### src/rtl/uart_tx_arbiter.sv
// Four-requester round-robin arbiter with lock framing that feeds single bytes to a UART transmitter.
// It uses a start-pulse/ready handshake and keeps sticky error flags for start and lock timeouts.
module uart_tx_arbiter #(
  parameter int LOCK_TIMEOUT  = 1024,
  parameter int START_TIMEOUT = 4
) (
  input  logic        clk,
  input  logic        rst,
  input  logic [3:0]  req,
  input  logic [31:0] req_data,
  input  logic [3:0]  lock,
  output logic [3:0]  ack,
  output logic [3:0]  grant,
  output logic [7:0]  tx_data,
  output logic        tx_start,
  input  logic        tx_ready,
  output logic        busy,
  output logic [1:0]  err
);

  localparam int LCW = $clog2(LOCK_TIMEOUT + 1);
  localparam int SCW = $clog2(START_TIMEOUT + 1);

  typedef enum logic [1:0] {IDLE, LAUNCH, WAIT_LOW, WAIT_HIGH} state_t;

  state_t           r_state, w_next;
  logic [1:0]       r_ptr, r_owner;
  logic             r_owner_vld;
  logic [LCW-1:0]   r_idle_cnt;
  logic [SCW-1:0]   r_start_cnt;
  logic [7:0]       r_tx_data;
  logic [3:0]       r_grant;
  logic [1:0]       r_err;

  logic [3:0] w_elig;
  logic [1:0] w_win;
  logic       w_found, w_accept, w_tx_start, w_start_to;
  logic       w_lock_hit, w_lock_to, w_release;

  // A lock owner hides everyone else. Scanning downward lets the smallest offset from ptr win.
  always_comb begin
    w_elig  = r_owner_vld ? (req & (4'b0001 << r_owner)) : req;
    w_win   = r_ptr;
    w_found = 1'b0;
    for (int k = 3; k >= 0; k--) begin
      if (w_elig[r_ptr + 2'(k)]) begin
        w_win   = r_ptr + 2'(k);
        w_found = 1'b1;
      end
    end
  end

  always_ff @(posedge clk) begin
    if (rst) r_state <= IDLE;
    else     r_state <= w_next;
  end

  always_comb begin
    w_next     = r_state;
    w_accept   = 1'b0;
    w_tx_start = 1'b0;
    w_start_to = 1'b0;
    case (r_state)
      IDLE: begin
        if (tx_ready && w_found) begin
          w_accept = 1'b1;
          w_next   = LAUNCH;
        end
      end
      LAUNCH: begin
        w_tx_start = 1'b1;
        w_next     = WAIT_LOW;
      end
      WAIT_LOW: begin
        if (!tx_ready) w_next = WAIT_HIGH;
        else if (r_start_cnt == SCW'(START_TIMEOUT - 1)) begin
          w_start_to = 1'b1;
          w_next     = IDLE;
        end
      end
      WAIT_HIGH: begin
        if (tx_ready) w_next = IDLE;
      end
      default: w_next = IDLE;
    endcase
  end

  // An owner that is idle but still locked ages toward a forced release. Dropping lock releases at once.
  assign w_lock_hit = (r_state == IDLE) && r_owner_vld && !req[r_owner] && lock[r_owner];
  assign w_lock_to  = w_lock_hit && (r_idle_cnt == LCW'(LOCK_TIMEOUT - 1));
  assign w_release  = (r_state == IDLE) && r_owner_vld && !lock[r_owner] && !w_accept;

  always_ff @(posedge clk) begin
    if (rst) begin
      r_ptr       <= '0;
      r_owner     <= '0;
      r_owner_vld <= 1'b0;
      r_idle_cnt  <= '0;
      r_start_cnt <= '0;
      r_tx_data   <= '0;
      r_grant     <= '0;
      r_err       <= '0;
    end else begin
      if (w_accept) begin
        r_tx_data  <= req_data[{w_win, 3'b000} +: 8];
        r_grant    <= 4'b0001 << w_win;
        r_idle_cnt <= '0;
        if (lock[w_win]) begin
          r_owner_vld <= 1'b1;
          r_owner     <= w_win;
        end else begin
          r_owner_vld <= 1'b0;
          r_ptr       <= w_win + 2'd1;
        end
      end else if (w_release || w_lock_to) begin
        r_owner_vld <= 1'b0;
        r_ptr       <= r_owner + 2'd1;
        r_idle_cnt  <= '0;
        if (w_lock_to) r_err[1] <= 1'b1;
      end else if (w_lock_hit) begin
        r_idle_cnt <= r_idle_cnt + LCW'(1);
      end

      if (w_start_to) r_err[0] <= 1'b1;

      if (r_state == WAIT_LOW && tx_ready) r_start_cnt <= r_start_cnt + SCW'(1);
      else                                 r_start_cnt <= '0;
    end
  end

  // Combinational outputs are masked by rst so that nothing leaks out while reset is held.
  assign ack      = (w_accept && !rst) ? (4'b0001 << w_win) : 4'b0000;
  assign tx_start = w_tx_start && !rst;
  assign busy     = (r_state != IDLE) && !rst;
  assign grant    = r_grant;
  assign tx_data  = r_tx_data;
  assign err      = r_err;

endmodule

### config.mk
export PLATFORM = sky130hd
export DESIGN_NAME = uart_tx_arbiter
export DESIGN_NICKNAME = d
export VERILOG_FILES = /design/src/rtl/uart_tx_arbiter.sv
export SDC_FILE = /design/constraint.sdc
export NUM_CORES = 1
export LEC_CHECK = 0
export BUFFER_PORTS_ARGS = -buffer_cell sky130_fd_sc_hd__buf_2
export CAP_MARGIN = 20
export CORE_ASPECT_RATIO = 0.7
export CORE_MARGIN = 10
export CORE_UTILIZATION = 50
export DETAILED_ROUTE_END_ITERATION = 12
export PLACE_DENSITY = 0.87
export SLEW_MARGIN = 10
export SYNTH_ARGS = -nofsm -noshare
export SYNTH_HDL_FRONTEND = slang
export SYNTH_SLANG_ARGS = --single-unit
### constraint.sdc
create_clock -name clk -period 10.6 [get_ports clk]
set_clock_uncertainty 0.05 [all_clocks]
set_input_delay 3.18 -clock clk [delete_from_list [all_inputs] [get_ports clk]]
set_output_delay 3.18 -clock clk [all_outputs]
set_load 0.01 [all_outputs]
# Yosys cells after proc, flatten, opt, wreduce, memory -nomap -nowiden
# Index checks and enable logic that the tools add are counted.
# totals
reg_bits,35
inputBits,43
output_inout_bits,20
wordCells,104
# op_classes
addsub,7
order_cmp,6
eq_ne,9
n_shift,3
mux,41
bitwise,3
reduce_logical,25
# op_table
op,n
32-bit by 6-bit variable part select with 8-bit output,1
2-bit 2-to-1 mux,11
1-bit 2-to-1 mux,20
2-bit by 3-bit less-than comparator with 1-bit output (second input constant),6
1-bit binary-select mux with 2-bit select,7
11-bit by 1-bit adder with 11-bit output (second input constant),1
11-bit by 10-bit equality test with 1-bit output (second input constant),1
1-bit logical AND,11
4-bit 2-to-1 mux,2
2-bit one-hot mux with 4 select lines,1
1-bit by 2-bit left shift with 4-bit output (first input constant),2
2-bit by 1-bit adder with 2-bit output (second input constant),3
2-bit != test (second input constant),3
3-bit AND reduction,2
2-bit adder (second input constant),2
4-bit bitwise AND,1
2-bit equality test (second input constant),2
1-bit zero test,4
2-bit AND reduction,2
2-bit nonzero test,2
3-bit by 1-bit adder with 3-bit output (second input constant),1
3-bit by 2-bit equality test with 1-bit output (second input constant),1
3-bit != test (second input constant),1
3-bit OR reduction,1
other kinds (5),6

# Logic depth before layout (Yosys ltp)
# Gate-level depths: netlist of run 1.
# logic_depth
ltp_word,17
ltp_mapped,11
depth_no_buf,8

# Least setup slack after synthesis of run 1
# Ideal clock, no wire load.
# synth_timing
kind,input port to output port
from,input req[0]
to,output ack[2]
t_arrival_ns,4.844
t_required_ns,7.370
setup_slack_ns,2.526
cell_stages,7
n_path_buf,1
cell_sequence,mux2_2 -> a211oi_4 -> a21oi_2 -> o2bb2ai_1 -> clkbuf_1 -> nor2_2 -> nor4_1
# synth_via
elab_chain_cells,13
elab_cells_between_ends,24
cone_classes,shift: 1; mux: 20; bitwise: 1; reduce/logical: 2
# synth_lines
item,line_no,rtl
from (decl),9,"input logic [3:0] req,"
4-bit bitwise AND,42,w_elig = r_owner_vld ? (req & (4'b0001 << r_owner)) : req;
4-bit 2-to-1 mux *,42,
1-bit binary-select mux with 2-bit select,46,if (w_elig[r_ptr + 2'(k)]) begin
1-bit 2-to-1 mux (implied by the code),46,
1-bit 2-to-1 mux (4 in series),46,
1-bit logical AND,65,if (tx_ready && w_found) begin
1-bit 2-to-1 mux,65,
1-bit 2-to-1 mux,63,case (r_state)
1-bit logical AND,132,assign ack = (w_accept && !rst) ? (4'b0001 << w_win) : 4'b0000;
4-bit 2-to-1 mux *,132,
to (decl),12,"output logic [3:0] ack,"
# Mark *: on every way between the ends. The rest lies on a longest branch, timed or not. The select of a mux whose other input is x is not followed.

# Worst setup path in the final report of run 1
# Ends and elaborated chain as after synthesis.

==> results of run 1 <==
cell usage after synthesis, types with 6 or more instances:
cell / number
clkbuf_1: 7
nand2b_1: 8
a21oi_1: 20
nand2_1: 22
o21ai_0: 15
mux2i_1: 6
xnor2_1: 9
nand3_1: 24
o211ai_1: 9
nor2_1: 24
inv_1: 7
buf_2: 8
dfxtp_1: 35
stage by stage:
stage	total power, mW	area (sq um)	cells	utilization, %
finish	0.6976	2696	384	60.88
global route	0.7499	2696	384	60.88
CTS	0.6941	2696	384	60.88
detailed placement	0.6003	2613	376	58.98
global placement	0.5872	2613	376	58.98
floorplan	0.5274	2342	278	-
kinds of logic (layout without fill, tap and decap cells):
| logic type | Yosys count | in the layout | synth area share (%) |
|---|---|---|---|
| mux | 17 | 17 | 8.814 |
| compound gates | 69 | 69 | 21.90 |
| flops | 35 | 35 | 29.91 |
| fa+ha+maj | 3 | 3 | 1.603 |
| xor+xnor | 10 | 10 | 3.740 |
| buf+inv | 30 | 81 | 6.891 |
| simple gates | 114 | 114 | 27.14 |
routing by layer:
layer | routed length (um) | GRT usage (%)
met5 | 0 | 0
met4 | 40 | 3.561
met3 | 771 | 7.610
met2 | 2760 | 23.12
met1 | 2649 | 20.31
cell type report:
cell class / count / area [sq um]
inverter: 8 / 30.03
clock buffer: 5 / 68.82
timing repair buffer: 65 / 332.8
clock inverter: 3 / 15.01
multi-input combinational: 213 / 1480
tap: 55 / 68.82
fill: 393 / 1733
sequential: 35 / 700.7
registers in the layout, indices dropped and copies added, names as in the netlist:
register and flops:
r_state 2, r_idle_cnt 11, r_start_cnt 3, grant 4
r_owner 2, r_ptr 2, err 2, r_owner_vld 1
tx_data 8
worst max-delay path: stages:
cell and delay (ps):
buf_2 120, mux2_2 290, a211oi_4 400, nand3b_1 160
o21ai_1 130, a211oi_4 890, nor4_1 90, buf_2 180
report_power, final:
group	total [mW]	switching [mW]	internal [mW]
clock	0.0939	0.0489	0.0450
combinational	0.407	0.240	0.167
sequential	0.197	0.0404	0.157
total	0.698	0.329	0.368
placed cells by master, fill, tap and decap left out, types with 4 or more instances in the layout:
cell type | Yosys | routed
buf_2 | 8 | 62
dfxtp_1 | 35 | 35
nor2_1 | 24 | 24
nand3_1 | 24 | 24
nand2_1 | 22 | 22
a21oi_1 | 20 | 20
o21ai_0 | 15 | 15
o211ai_1 | 9 | 9
xnor2_1 | 9 | 9
nand2b_1 | 8 | 8
inv_1 | 7 | 7
mux2i_1 | 6 | 6
nor4_1 | 5 | 5
nor3_1 | 5 | 5
mux2_1 | 5 | 5
clkbuf_8 | 0 | 5
mux2_2 | 4 | 4
a21oi_2 | 4 | 4
worst max-delay path by stage:
stage / slack, ps / end / startpoint
2_1_floorplan: 2530 / ack[2] / req[0]
3_3_place_gp: 2020 / ack[0] / req[1]
3_5_place_dp: 1920 / ack[2] / req[0]
4_1_cts: 1930 / ack[2] / req[0]
5_1_grt: 1690 / ack[2] / req[1]
6_report: 1910 / ack[2] / req[0]
==> metrics, run 1 <==
CP Class=in -> out; P&R area growth vs syn=15.12%; CTS buffer count=5; reg2reg end=r_ptr[1]$_SDFFE_PP0P_; Top FF cell, synth=dfxtp_1; Final Max Tran Viols=0; Max Cap Viol=0; vias per cell=5.880; Tcrit/Tclk final=82.02%; Via Count=2258; dpl hpwl=4778 um; initial antenna violation count=0; syn avg cell area=8.425 sq um; FF-to-FF Start=r_ptr[0]$_SDFFE_PP0P_; Syn Nets=324; Die Ht=77.27 um; row cnt=20; CTS clock-pin slew for the worst setup and hold paths=70 ps; # hold bufs at CTS=0; crit path time final=8694 ps; setup TNS=0 ps; Ys Warns=0; sequential area share after synthesis=29.91%; Unique masters post-synth=59; DR WL/cell=16.20 um; GRT Overall Usage=15.82%; CTS max path bufs=2; Slew headroom=33.73%; WHS Endpoint=r_start_cnt[0]$_SDFF_PP0_; number of global-route vias before repair=2126; top cells by area, synth=dfxtp_1, nand3_1, a21oi_1; full die area=7866 sq um; CP startpoint kind=primary input; first-pass GRT wire length=10320 um; DR DRC count=0; clock sink count=35; Worst Path Required=7370 ps; outcome=finished clean; diode count=0; final hold violations=0; worst path arrival time=5460 ps; DRT antenna net count=0; Cells after Synth=278; FF+latch count, synth=35; Slew @ Worst Pin=990.9 ps; PD cells=258.7 nW/um^2; Root Driver=clkbuf_8; DRT Pass-1 Iters=4; Yosys top cell by area=dfxtp_1; # nets final=374; CP max FO=25; port bufs=62; core box area=4429 sq um; Peak supply drop=0.1381 mV; Initial Utilization=52.88%; maximum clock frequency=0.1150 GHz; worst skew pair latency=280 ps; Synth Cell Area=2342 sq um; Synth top area share=29.91%; ys async rst share=0%; hold path startpoint=r_start_cnt[0]$_SDFF_PP0_; crit end category=primary output; post-CTS setup buffer count=0; R2R setup slack=6890 ps; Ports=63; worst hold slack=381.3 ps; worst reg-to-reg path cell count=8; worst hold path type=reg -> reg; grt total ovfl=0; Leak=1.051 nW; CTS tree=yes; # setup viols final=0; Post-CTS Resized=0; largest net degree at the start of global routing=33; First DRT Iteration DRCs=169; DRT Wirelength=6221 um; number of flops mapped to enable cells by yosys=0; RSZ-0062 raised after global routing=no; gpl congestion=0.9086; fraction of layout cells with a size suffix above 1=31.00%; final worst setup slack=1906 ps; CTS H-tree depth=2; Min-Delay Path Depth=1; dpl ws=1922 ps; Die X=101.8 um
Note: power is estimated with default switching activity, not from simulation.
==> run 2, diff against run 1 <==
clock period = 8.25 ns   (was 10.6 ns; I/O delays follow)
==> metrics, run 2 (synthesized netlist as in run 1, its figures left out) <==
outcome=finished clean (unchanged); CP max FO=12 (was 25); Top delay family on crit path=simple AND/OR/NAND/NOR gates (was compound AO/OA/AOI/OAI gates); P&R area growth vs syn=16.03% (was 15.12%); commonest non-fill, non-tap cells in the layout=buf_2, dfxtp_1, nor2_1, nand3_1, nand2_1 (unchanged); final instance area=2718 sq um (was 2696 sq um); Final Max Tran Viols=0 (unchanged); post-CTS setup buffer count=0 (unchanged); DRT Pass-1 Iters=4 (unchanged); DRT antenna net count=0 (unchanged); Ports=63 (unchanged); CP startpoint kind=primary input (unchanged); # hold bufs at CTS=0 (unchanged); CTS buffer count=5 (unchanged); CP Class=in -> out (unchanged); first-pass GRT wire length=10610 um (was 10320 um); Die Ht=77.27 um (unchanged); setup TNS=0 ps (unchanged); core box area=4429 sq um (unchanged); port bufs=62 (unchanged); commonest non-fill, non-tap cell in the layout=buf_2 (unchanged); Levels on crit path=8 (unchanged); Die X=101.8 um (unchanged); number of global-route vias before repair=2188 (was 2126); diode count=0 (unchanged); # setup viols final=0 (unchanged); Biggest register=r_idle_cnt (unchanged); area post-placement=2618 sq um (was 2613 sq um); worst hold path type=reg -> reg (unchanged); dpl ws=1089 ps (was 1922 ps); crit-path cells=buf_2 > mux2_2 > a211oi_4 > nand3_1 > nand3b_1 > nand2_2 > nor4_1 > buf_2 (was buf_2 > mux2_2 > a211oi_4 > nand3b_1 > o21ai_1 > a211oi_4 > nor4_1 > buf_2); worst reg-to-reg path cell count=8 (unchanged); GRT Overall Usage=16.37% (was 15.82%); grt total ovfl=0 (unchanged); Slew @ Worst Pin=744.9 ps (was 990.9 ps); DR DRC count=0 (unchanged); fraction of layout cells with a size suffix above 1=30.91% (was 31.00%); CTS tree=yes (unchanged); final hold violations=0 (unchanged); final worst setup slack=1069 ps (was 1906 ps); First DRT Iteration DRCs=188 (was 169); Peak supply drop=0.2135 mV (was 0.1381 mV); Worst path max stage delay=440 ps (was 890 ps); critical path's slowest cell=nand3b_1 (was a211oi_4); CTS H-tree depth=2 (unchanged); CTS clock-pin slew for the worst setup and hold paths=70 ps (about the same); RSZ-0062 raised after global routing=no (unchanged); max FFs per register=11 (unchanged); Root Driver=clkbuf_8 (unchanged); clock sink count=35 (unchanged); DRT Wirelength=6244 um (was 6221 um); PD cells=336.2 nW/um^2 (was 258.7 nW/um^2); Slew headroom=49.96% (was 33.73%); initial antenna violation count=0 (unchanged); CP dominant cell by count=buf_2; Tcrit/Tclk final=87.05%; dpl hpwl=4846 um (was 4778 um); row cnt=20 (unchanged); Max Cap Viol=0 (unchanged); Worst Path Required=5730 ps (was 7370 ps); CTS max path bufs=2 (unchanged); crit end category=primary output (unchanged); vias per cell=5.849 (was 5.880); worst skew pair latency=290 ps (was 280 ps); largest net degree at the start of global routing=33 (unchanged); gpl congestion=0.9531 (was 0.9086); full die area=7866 sq um (unchanged); DR WL/cell=16.22 um (was 16.20 um); worst path arrival time=4660 ps (was 5460 ps); fillcell total=402 (was 393); maximum clock frequency=0.1392 GHz; Post-CTS Resized=0 (unchanged); Leak=1.060 nW (was 1.051 nW); Min-Delay Path Depth=1 (unchanged); crit path time final=7181 ps; Initial Utilization=52.88% (unchanged); Buf/Inv on CP=2 (unchanged); Via Count=2252 (was 2258); # nets final=375 (was 374)
-- run 2: cell count changes in the layout (fill, tap and decap cells not counted) --
| cell | before | now |
|---|---|---|
| clkinv_2 | 3 | 0 |
| clkbuf_8 | 5 | 7 |
| buf_2 | 62 | 63 |
| clkbuf_1 | 0 | 1 |
-- run 2: routing by layer --
| layer | GRT usage, % | wire [um] |
|---|---|---|
| met1 | 20.53 | 2724 |
| met2 | 24.47 | 2699 |
| met4 | 4.416 | 65 |
| met3 | 7.520 | 754 |
| met5 | 0 | 0 |
-- run 2: final cells by class --
| type | count | area [sq um] | area share [%] |
|---|---|---|---|
| Clock buffer | 8 | 100.1 | 3.683 |
| Inverter | 8 | 30.03 | 1.105 |
| Multi-Input combinational cell | 213 | 1480 | 54.47 |
| Sequential cell | 35 | 700.7 | 25.78 |
| Tap cell | 55 | 68.82 | 2.532 |
| Timing Repair Buffer | 66 | 337.8 | 12.43 |
-- run 2: path summary, 6_finish.rpt --
path                                           startpoint                        end  slack (ps)
worst max register to register      r_ptr[0]$_SDFFE_PP0P_    tx_data[6]$_SDFFE_PP0N_        4840
worst min-delay path            r_start_cnt[0]$_SDFF_PP0_  r_start_cnt[0]$_SDFF_PP0_         370
worst min register to register  r_start_cnt[0]$_SDFF_PP0_  r_start_cnt[0]$_SDFF_PP0_         370
worst max-delay path                               req[1]                     ack[1]        1070
-- run 2: where the power goes --
group / total [mW] / switching, mW / internal, mW
Combinational: 0.525 / 0.306 / 0.219
Sequential: 0.253 / 0.0517 / 0.201
Clock: 0.136 / 0.0594 / 0.0762
Total: 0.914 / 0.417 / 0.496
-- run 2: stage by stage --
| step | instances | power (mW) | hold WS, ps | utilization (%) |
|---|---|---|---|---|
| after floorplan | 278 | 0.6776 | 349.0 | - |
| after global placement | 376 | 0.7583 | 363.3 | 58.98 |
| after detailed placement | 377 | 0.7740 | 367.0 | 59.10 |
| after CTS | 385 | 0.9123 | 377.0 | 61.36 |
| after global routing | 385 | 0.9843 | 382.3 | 61.36 |
| final | 385 | 0.9137 | 372.4 | 61.36 |
